**config.mk**
```make
export PLATFORM = sky130hd
export DESIGN_NAME = fetch_pc
export DESIGN_NICKNAME = d
export VERILOG_FILES = /design/src/rtl/fetch_pc.sv
export SDC_FILE = /design/constraint.sdc
export NUM_CORES = 1
export LEC_CHECK = 0
export BUFFER_PORTS_ARGS = -buffer_cell sky130_fd_sc_hd__buf_4
export CELL_PAD_IN_SITES_DETAIL_PLACEMENT = 2
export CELL_PAD_IN_SITES_GLOBAL_PLACEMENT = 2
export CORE_MARGIN = 10
export CORE_UTILIZATION = 37
export CTS_CLUSTER_DIAMETER = 80
export DETAILED_ROUTE_END_ITERATION = 16
export PLACE_DENSITY = 0.77
export SETUP_SLACK_MARGIN = 0.05
export SYNTH_ARGS = -nofsm -noshare
export SYNTH_HDL_FRONTEND = slang
export SYNTH_SLANG_ARGS = --single-unit
export TNS_END_PERCENT = 20
```
**constraint.sdc**
```tcl
create_clock -name clk -period 2.3 [get_ports clk]
set_input_delay 0.345 -clock clk [delete_from_list [all_inputs] [get_ports clk]]
set_output_delay 0.345 -clock clk [all_outputs]
set_load 0.05 [all_outputs]
```
**src/rtl/fetch_pc.sv**
```systemverilog
// Program counter and next-address selection for the single-cycle CPU.
// Handles increment, jump, call/ret via a return stack and one-level irq.
module fetch_pc #(
    parameter int         DEPTH      = 4,
    parameter logic [9:0] RESET_ADDR = 10'd0,
    parameter logic [9:0] VECTOR     = 10'd1
) (
    input  logic       clk,
    input  logic       reset,
    input  logic       stall,
    input  logic       jump,
    input  logic       call,
    input  logic       ret,
    input  logic       reti,
    input  logic       irq,
    input  logic [9:0] target,
    output logic [9:0] a,
    output logic       in_isr,
    output logic       stk_ovf,
    output logic       stk_unf
);
    localparam int SPW = $clog2(DEPTH + 1);
    localparam int SLOTS = 1 << SPW;
    localparam logic [SPW-1:0] FULL = SPW'(DEPTH);

    logic [9:0]     pc;
    logic [9:0]     epc;
    logic [9:0]     pc_inc;
    logic [SPW-1:0] sp;
    logic [SPW-1:0] sp_dec;
    logic [9:0]     stack [SLOTS];

    logic sel_irq;
    logic sel_reti;
    logic sel_ret;
    logic sel_call;
    logic sel_jump;

    assign a      = pc;
    assign pc_inc = pc + 10'd1;
    assign sp_dec = sp - SPW'(1);

    // One-hot select so the priority chain is explicit.
    always_comb begin
        sel_irq  = irq & ~in_isr & ~call & ~ret & ~reti;
        sel_reti = reti;
        sel_ret  = ret & ~reti;
        sel_call = call & ~ret & ~reti;
        sel_jump = jump & ~call & ~ret & ~reti & ~sel_irq;
    end

    always_ff @(posedge clk or negedge reset) begin
        if (!reset) begin
            pc      <= RESET_ADDR;
            epc     <= '0;
            sp      <= '0;
            in_isr  <= 1'b0;
            stk_ovf <= 1'b0;
            stk_unf <= 1'b0;
            for (int i = 0; i < SLOTS; i++) begin
                stack[i] <= '0;
            end
        end else if (!stall) begin
            unique case (1'b1)
                sel_irq: begin
                    epc    <= jump ? target : pc_inc;
                    pc     <= VECTOR;
                    in_isr <= 1'b1;
                end
                sel_reti: begin
                    if (in_isr) begin
                        pc     <= epc;
                        in_isr <= 1'b0;
                    end else begin
                        pc <= pc_inc;
                    end
                end
                sel_ret: begin
                    if (sp != '0) begin
                        pc <= stack[sp_dec];
                        sp <= sp_dec;
                    end else begin
                        pc      <= pc_inc;
                        stk_unf <= 1'b1;
                    end
                end
                sel_call: begin
                    if (sp != FULL) begin
                        stack[sp] <= pc_inc;
                        sp        <= sp + SPW'(1);
                    end else begin
                        stk_ovf <= 1'b1;
                    end
                    pc <= target;
                end
                sel_jump: pc <= target;
                default:  pc <= pc_inc;
            endcase
        end
    end

endmodule

```
* After elaboration in Yosys (flattened, before gate mapping)
Index checks and enable logic that the tools add are counted.
Cells by class: $add $sub $neg 3, magnitude comparators 3, equal/unequal tests 3, mux-type cells 14, bitwise gates (word level) 21, reductions and logical operators 11
Operators with widths (number):
- $bwmux 80 | 1
- $mux 10 | 6
- $pmux 10 s4 | 1
- $bmux 10 s3 | 1
- $demux 10 s3 | 1
- $and 1x1->1 | 11
- $add 10x1->10 const B | 1
- $reduce_and 3->1 | 3
- $ge 4x4->1 const B | 2
- $not 1->1 | 8
- $not 3->4 | 2
- $mux 3 | 2
- $pmux 3 s2 | 1
- $lt 4x1->1 const B | 1
- $ne 2x1->1 const B | 2
- $reduce_and 2->1 | 2
- $reduce_and 4->1 | 1
- $reduce_bool 2->1 | 2
- $add 3x1->3 const B | 1
- $ne 3x3->1 const B | 1
- $reduce_bool 3->1 | 1
- $sub 3x1->3 const B | 1
- $pmux 1 s2 | 1
- $reduce_or 2->1 | 1
- $logic_and 1x1->1 | 1
Word-level totals: bits in registers 106, bits of input ports 18, output and inout port bits 13, logic and storage cells 69

* Longest topological paths before layout
Gate-level depths: netlist of the first run.
depth after elaboration 9, depth in mapped cells 11, mapped depth without buffers 7

* Worst setup path after synthesis of the first run
No wires, ideal clock.
path type flip-flop to flip-flop, from register sp[0], to register pc[0] (netlist: a[0]), setup time 0.123 ns, arrival time 2.334 ns, data required time 2.177 ns, path slack -0.157 ns, stages on the path, launching flop included 11, path buffers 4, clock period less this slack 2.457 ns, cells stage by stage dfrtp_1 -> buf_6 -> buf_12 -> inv_1 -> ha_1 -> buf_2 -> clkbuf_1 -> mux4_1 -> mux2i_1 -> o211ai_1 -> o221a_2
Between the ends: cells in the longest elaborated chain, start to end 7, elaborated cells between the ends (all ways) 8, classes of those cells add/sub: 1; mux: 5; bitwise: 1; reduce/logical: 1
RTL lines:
- start: declaration | RTL line 29 | logic [SPW-1:0] sp;
- start signal: assignment | RTL line 81 | sp <= sp_dec;
- start signal: assignment | RTL line 90 | sp <= sp + SPW'(1);
- $sub 3x1->3 | RTL line 41 | assign sp_dec = sp - SPW'(1);
- named net sp_dec[0] | RTL line 30 | logic [SPW-1:0] sp_dec;
- $not 3->4 (not written as such) | RTL line 80 | pc <= stack[sp_dec];
- $bmux 10 s3 | RTL line 80
- $mux 10 (not written as such) (2 in series) | RTL line 80
- $mux 10 | RTL line 79 | if (sp != '0) begin
- $pmux 10 s4 | RTL line 64 | unique case (1'b1)
- end signal: assignment | RTL line 72 | pc <= epc;
- end signal: assignment | RTL line 80
- end signal: assignment | RTL line 83 | pc <= pc_inc;
- end: declaration | RTL line 26 | logic [9:0] pc;
The timed path passes the listed nets, and every way through them passes these cells. The select of a mux whose other input is x is not followed. A chain may end at the register's enable or synchronous reset.

* Worst setup path in the final report of the first run
from register sp[0], to register pc[4] (netlist: a[4])
The elaborated chain is that of the path after synthesis.

==> results of run 1 <==
[worst max-delay path by stage]
stage / from / to / slack [ns] / cells past startpoint
after CTS: sp[1]$_DFFE_PN0P_ / a[9]$_DFFE_PN0N_ / 0.06 / 7
final: sp[0]$_DFFE_PN0P_ / a[4]$_DFFE_PN0N_ / 0.1 / 9
after floorplan: sp[0]$_DFFE_PN0P_ / a[0]$_DFFE_PN0N_ / 0.08 / 10
after global placement: ret / epc[8]$_DFFE_PN0P_ / 0.19 / 4
after detailed placement: sp[1]$_DFFE_PN0P_ / a[9]$_DFFE_PN0N_ / 0.07 / 7
after global routing: sp[1]$_DFFE_PN0P_ / a[4]$_DFFE_PN0N_ / 0.007 / 9
[layout by cell type (no fill, tap or decap), types with 5 or more instances in the layout]
cell type | synthesis | routed
a21oi_1 | 50 | 50
a221oi_1 | 6 | 5
buf_4 | 1 | 74
clkbuf_16 | 0 | 10
dfrtp_1 | 106 | 106
inv_1 | 7 | 6
mux2_1 | 5 | 5
mux2_2 | 18 | 18
mux2i_1 | 6 | 6
mux4_1 | 11 | 10
mux4_2 | 9 | 10
nand2_1 | 59 | 59
nand3_1 | 6 | 6
nor2_1 | 59 | 59
nor3_1 | 5 | 5
o21ai_0 | 36 | 36
o21ai_2 | 5 | 5
or3_1 | 5 | 5
xnor2_1 | 9 | 9
[state kept, by name, indices dropped and copies added (netlist names)]
signal	cells
stack	80
a	10
epc	10
sp	3
in_isr	1
stk_ovf	1
stk_unf	1
[area by class of cell]
type | count | area, um^2
Clock inverter | 6 | 48.8
Multi-Input combinational cell | 369 | 2650
Timing Repair Buffer | 80 | 672
Inverter | 7 | 26.3
Sequential cell | 106 | 2650
Clock buffer | 10 | 239
Tap cell | 184 | 230
Fill cell | 1480 | 8020
[per-stage QoR]
stage | instances | utilization [%] | power (mW)
floorplan | 518 | - | 5.53
global placement | 741 | 42.3 | 6.61
detailed placement | 741 | 42.3 | 6.94
CTS | 757 | 44.2 | 8.61
global route | 762 | 44.8 | 9.31
finish | 762 | 44.8 | 8.82
[power groups by stage]
stage | combinational (mW) | clock [mW] | sequential (mW)
after floorplan | 2.33 | 0 | 3.20
after global placement | 3.54 | 0 | 3.07
after detailed placement | 3.79 | 0 | 3.15
after CTS | 3.87 | 1.60 | 3.14
after global routing | 4.42 | 1.66 | 3.24
final | 4.11 | 1.56 | 3.16
[repair_timing]
action                     CTS  global route
setup buffers                0             4
setup endpoints to repair    0             5
gates resized for setup      0             8
hold endpoints to repair     0             0
[logic make-up after synthesis]
logic type / Yosys count / synth area share, %
AOI/OAI and AO/OA: 135 / 15.5
and+or+nand+nor: 170 / 14.5
DFF: 106 / 48.3
buffers and inverters: 43 / 3.92
adders and majority gates: 4 / 0.912
muxes: 49 / 14.8
xor gates and xnor gates: 11 / 2.10
[routing by layer]
layer / up-vias / part of all wire [%]
met3: 18 / 4.0
met5: - / 0
met1: 2343 / 41
met2: 100 / 53
li1: 1988 / -
met4: 0 / 1.4
==> results_dict.tcl, run 1 <==
set metrics [dict create \
    p_per_area_mw_per_mm2 1350 \
    fin_setup_tns_ns 0 \
    p_leak_nw 2.90 \
    pre_cts_ws_ns 0.0671 \
    final-max-slew-violation-count 0 \
    worstMarginPinSlew_ns 0.645 \
    max_cap_viol_count 0 \
    grt_util_met2_pct 31.6 \
    syn_avg_cell_area_um2 10.6 \
    dp_hpwl_um 12600 \
    reg2reg_from "sp[0]$_DFFE_PN0P_" \
    port_buffers 30 \
    insertion_delay_ns 0.36 \
    hold_class "input port to async pin" \
    synth_async_sr_flop_share_pct 100 \
    synth_edf_count 0 \
    critPathMaxStageDelay_ns 0.40 \
    fin_ws_ns 0.0969 \
    antenna-diode-count 0 \
    p_sw_mw 3.55 \
    p_clk_share_pct 17.7 \
    yosys.area.top_type "dfrtp_1" \
    p_sw_share_pct 40.2 \
    power_frac_comb_pct 46.5 \
    place.gp.congestion 0.819 \
    synth_commonest_cells "dfrtp_1, nand2_1, nor2_1" \
    startpoint_type "flop" \
    cts_sinks 106 \
    cts.clk_slew.worst_paths_ns 0.08 \
    cp_top_family "compound AO/OA/AOI/OAI gates" \
    grt_overflow 0 \
    antenna_left 0 \
    syn_nets 540 \
    timing.rr.end "a[4]$_DFFE_PN0N_" \
    r2r_cells 9 \
    grt_pass1_wl_um 28600 \
    internal_power_mw 5.28 \
    wl_um 18400 \
    grt_pass1_vias 4887 \
    synth_seq_area_share_pct 48.3 \
    drtIter0Drc 360 \
    final_nets 595 \
    dieWidth_um 142 \
    crit_required_ns 2.53 \
    hold_buffers 0 \
    cp-end-kind "flop" \
    r2r_setup_slack_ns 0.1 \
    synthCells 518 \
    syn-cell-area_mm2 0.00549 \
    core-area_mm2 0.0145 \
    use_met3_pct 3.24 \
    yosys.cell_types.count 63 \
    stdcell_area_mm2 0.00652 \
    finalCritPeriodShare_pct 95.8 \
    layout-drive-gt1-share_pct 25.3 \
    cp.arrival_ns 2.44 \
    ys_ff_latch 106 \
    setup_violations 0 \
    ys_top_cells_by_area "dfrtp_1, mux4_1, a21oi_1" \
    crit_type "flop to flop" \
    grt_max_degree 107 \
    path_common_cell "buf_4" \
    fmax_mhz 454 \
    whs_ns 0.0177 \
    peakVddDrop_uv 388 \
    fp-row-count 44 \
    pwr-share-seq_pct 35.8 \
    ys.flop_type "dfrtp_1" \
    avgRoutedWirePerCell_um 24.2 \
    grtUsageMet1_pct 22.5 \
    die-area_mm2 0.0201 \
    synth_top_area_share_pct 48.3 \
    ioPinCount 31 \
    crit_buf_inv 3 \
    fin_skew_ns 0.00867 \
    cts_made_buffers 9 \
    max_slew_margin_pct 57.0 \
    first_pass_iters 5 \
    vias 4449 \
    cts_buffer_depth 2 \
    antenna_found_initial 0 \
    post-route-drc-count 0 \
    grt_busiest_layer "met2" \
    rsz0062_at_grt "yes" \
    crit_chain "inv_2 -> buf_4 -> ha_2 -> xor2_4 -> buf_4 -> mux2i_1 -> nor2_1 -> a2111oi_2 -> a22oi_1" \
    htreeDepth 3 \
    gr-usage-all-layers_pct 18.2 \
    root_buffer "clkbuf_16" \
    areaGrowthSynthToFinish_pct 18.7 \
    ys.warnings.count 0 \
    start_util_pct 37.8 \
    fp.dieH_um 142 \
    final_hold_viol_count 0 \
    cts_tree "done" \
    place_area_mm2 0.00614 \
    synth_most_common_cell "dfrtp_1" \
    viasPerCell 5.84 \
    layout_min_cycle_time_ns 2.20 \
    cp_slowest_cell "dfrtp_1" \
    crit_path_max_fanout 4 \
    status "finished, final reports clean" \
]
(Power assumes the default switching activity.)
==> run 2, diff against run 1 <==
ABC_AREA = 1   (was not set)
CORE_UTILIZATION = 32   (was 37)
PLACE_DENSITY = 0.76   (was 0.77)
==> results_dict.tcl, run 2 <==
set metrics [dict create \
    fmax_mhz 484 \
    rsz0062_at_grt "yes" \
    antenna-diode-count 0 \
    post-route-drc-count 0 \
    avgRoutedWirePerCell_um 20.2 \
    hold_class "input port to flop" \
    start_util_pct 32.5 \
    cts_sinks 106 \
    vias 5215 \
    synthCells 742 \
    final_hold_viol_count 0 \
    fp.dieH_um 152 \
    final-max-slew-violation-count 0 \
    cts_made_buffers 9 \
    port_buffers 30 \
    largest_reg_flops 80 \
    grt_util_met2_pct 31.4 \
    use_met3_pct 2.71 \
    fin_skew_ns 0.00628 \
    antenna_found_initial 0 \
    viasPerCell 5.19 \
    cts_tree "done" \
    layout_min_cycle_time_ns 2.07 \
    cts_buffer_depth 2 \
    areaGrowthSynthToFinish_pct 15.5 \
    dpl.cell_count 987 \
    grt_max_degree 53 \
    finalCritPeriodShare_pct 89.9 \
    worstMarginPinSlew_ns 0.613 \
    ys_top_cells_by_area "dfrtp_1, nand2_1, o21ai_0" \
    first_pass_iters 4 \
    max_cap_viol_count 0 \
    synth_edf_count 0 \
    crit_required_ns 2.52 \
    cp-end-kind "flop" \
    die-area_mm2 0.0231 \
    grt_busiest_layer "met2" \
    crit_type "flop to flop" \
    yosys.area.top_type "dfrtp_1" \
    finish.utilization_pct 37.5 \
    final_common_cell "nand2_1" \
    dieWidth_um 152 \
    antenna_left 0 \
    grt_overflow 0 \
    syn_nets 764 \
    gr-usage-all-layers_pct 17.6 \
    p_leak_nw 3.09 \
    layout.cells.non_filler 1004 \
    fin_setup_tns_ns 0 \
    wl_um 20300 \
    synth_commonest_cells "nand2_1, dfrtp_1, o21ai_0" \
    synth_top_area_share_pct 47.6 \
    cts.clk_slew.worst_paths_ns 0.07 \
    core-area_mm2 0.0172 \
    syn-cell-area_mm2 0.00558 \
    peakVddDrop_uv 517 \
    synth_seq_area_share_pct 47.6 \
    insertion_delay_ns 0.36 \
    ys.flop_type "dfrtp_1" \
    startpoint_type "flop" \
    grtUsageMet1_pct 21.6 \
    ioPinCount 31 \
    crit_path_max_fanout 6 \
    setup_violations 0 \
    final_nets 796 \
    layout_common_cells "nand2_1, dfrtp_1, o21ai_0" \
    drtIter0Drc 194 \
    syn_avg_cell_area_um2 7.52 \
    yosys.cell_types.count 31 \
    synth_async_sr_flop_share_pct 100 \
    grt_pass1_vias 6014 \
    layout-drive-gt1-share_pct 14.4 \
    fillers 2025 \
    synth_most_common_cell "nand2_1" \
    fp-row-count 48 \
    cp.arrival_ns 2.29 \
    grt_pass1_wl_um 33100 \
    ys.warnings.count 0 \
    dp_hpwl_um 14600 \
    status "finished, final reports clean" \
    htreeDepth 3 \
    fin_total_pwr_mw 9.00 \
    ys_ff_latch 106 \
    largest_register "stack" \
    root_buffer "clkbuf_16" \
    place.gp.congestion 0.821 \
    p_per_area_mw_per_mm2 1400 \
    max_slew_margin_pct 59.1 \
]
## run 2: logic make-up after synthesis
logic type      after synthesis  synth area share, %
buf+inv                      93                 7.27
compound gates              157                 15.5
fa+ha+maj                     4                0.898
simple gates                378                 28.2
xor+xnor                      4                0.628
flops                       106                 47.6
## run 2: metal layers
layer | vias up | routed length, um
met1 | 2696 | 9260
met3 | 14 | 403
met4 | 0 | 208
li1 | 2465 | -
met5 | - | 0
met2 | 40 | 10400
## run 2: area by class of cell
cell class | instances | area [um^2] | share of cell area (%)
tap | 225 | 282 | 4.37
clock inverter | 6 | 72.6 | 1.13
timing repair buffer | 57 | 455 | 7.07
clock buffer | 10 | 239 | 3.71
multi-input combinational | 543 | 2520 | 39.2
sequential | 106 | 2650 | 41.2
inverter | 57 | 216 | 3.36
## run 2: critical path, cell delays in order, from the launching register on
cell and delay, ns:
dfrtp_1 0.40, inv_1 0.13, ha_1 0.21, nand2_2 0.13, nor2_2 0.37, inv_1 0.20, o21ai_0 0.15, nor3_2 0.11
o211ai_1 0.10, o21ai_0 0.12
## run 2: final timing paths
| path | from | to | slack (ns) | depth (start not counted) |
|---|---|---|---|---|
| worst max-delay path | sp[1]$_DFFE_PN0P_ | sp[2]$_DFFE_PN0P_ | 0.23 | 9 |
| min in group asynchronous | reset | stack[21]$_DFFE_PN0P_ | 0.52 | 2 |
| worst min-delay path | target[1] | epc[1]$_DFFE_PN0P_ | 0.24 | 3 |
| worst max register to register | sp[1]$_DFFE_PN0P_ | sp[2]$_DFFE_PN0P_ | 0.23 | 9 |
| worst min register to register | stk_ovf$_DFFE_PN0P_ | stk_ovf$_DFFE_PN0P_ | 0.48 | 1 |
| max in group asynchronous | reset | stack[70]$_DFFE_PN0P_ | 1.14 | 3 |
## run 2: report_power, final
part           leakage (nW)  total [mW]  internal (mW)  switching [mW]
Sequential             1.37        2.99           2.51           0.473
Combinational          1.56        4.37           1.37            3.00
Clock                 0.150        1.64          0.887           0.756
## run 2: through the flow
| step | hold slack [ns] | worst slack, ns | cell area (um^2) |
|---|---|---|---|
| after floorplan | 0.0494 | 0.200 | 5580 |
| after global placement | 0.366 | 0.215 | 6110 |
| after detailed placement | 0.375 | 0.0826 | 6110 |
| after CTS | 0.247 | 0.136 | 6440 |
| after global routing | 0.288 | 0.0401 | 6440 |
| final | 0.245 | 0.233 | 6440 |
## run 2: repair_timing
item / 4_1_cts / 5_1_grt
resized for setup: 1 / 2
setup endpoints to repair: 2 / 3
buffers inserted: 0 / 0
hold buffers: 1 / 0
hold endpoints to repair: 37 / 0
pin swaps: 0 / 0
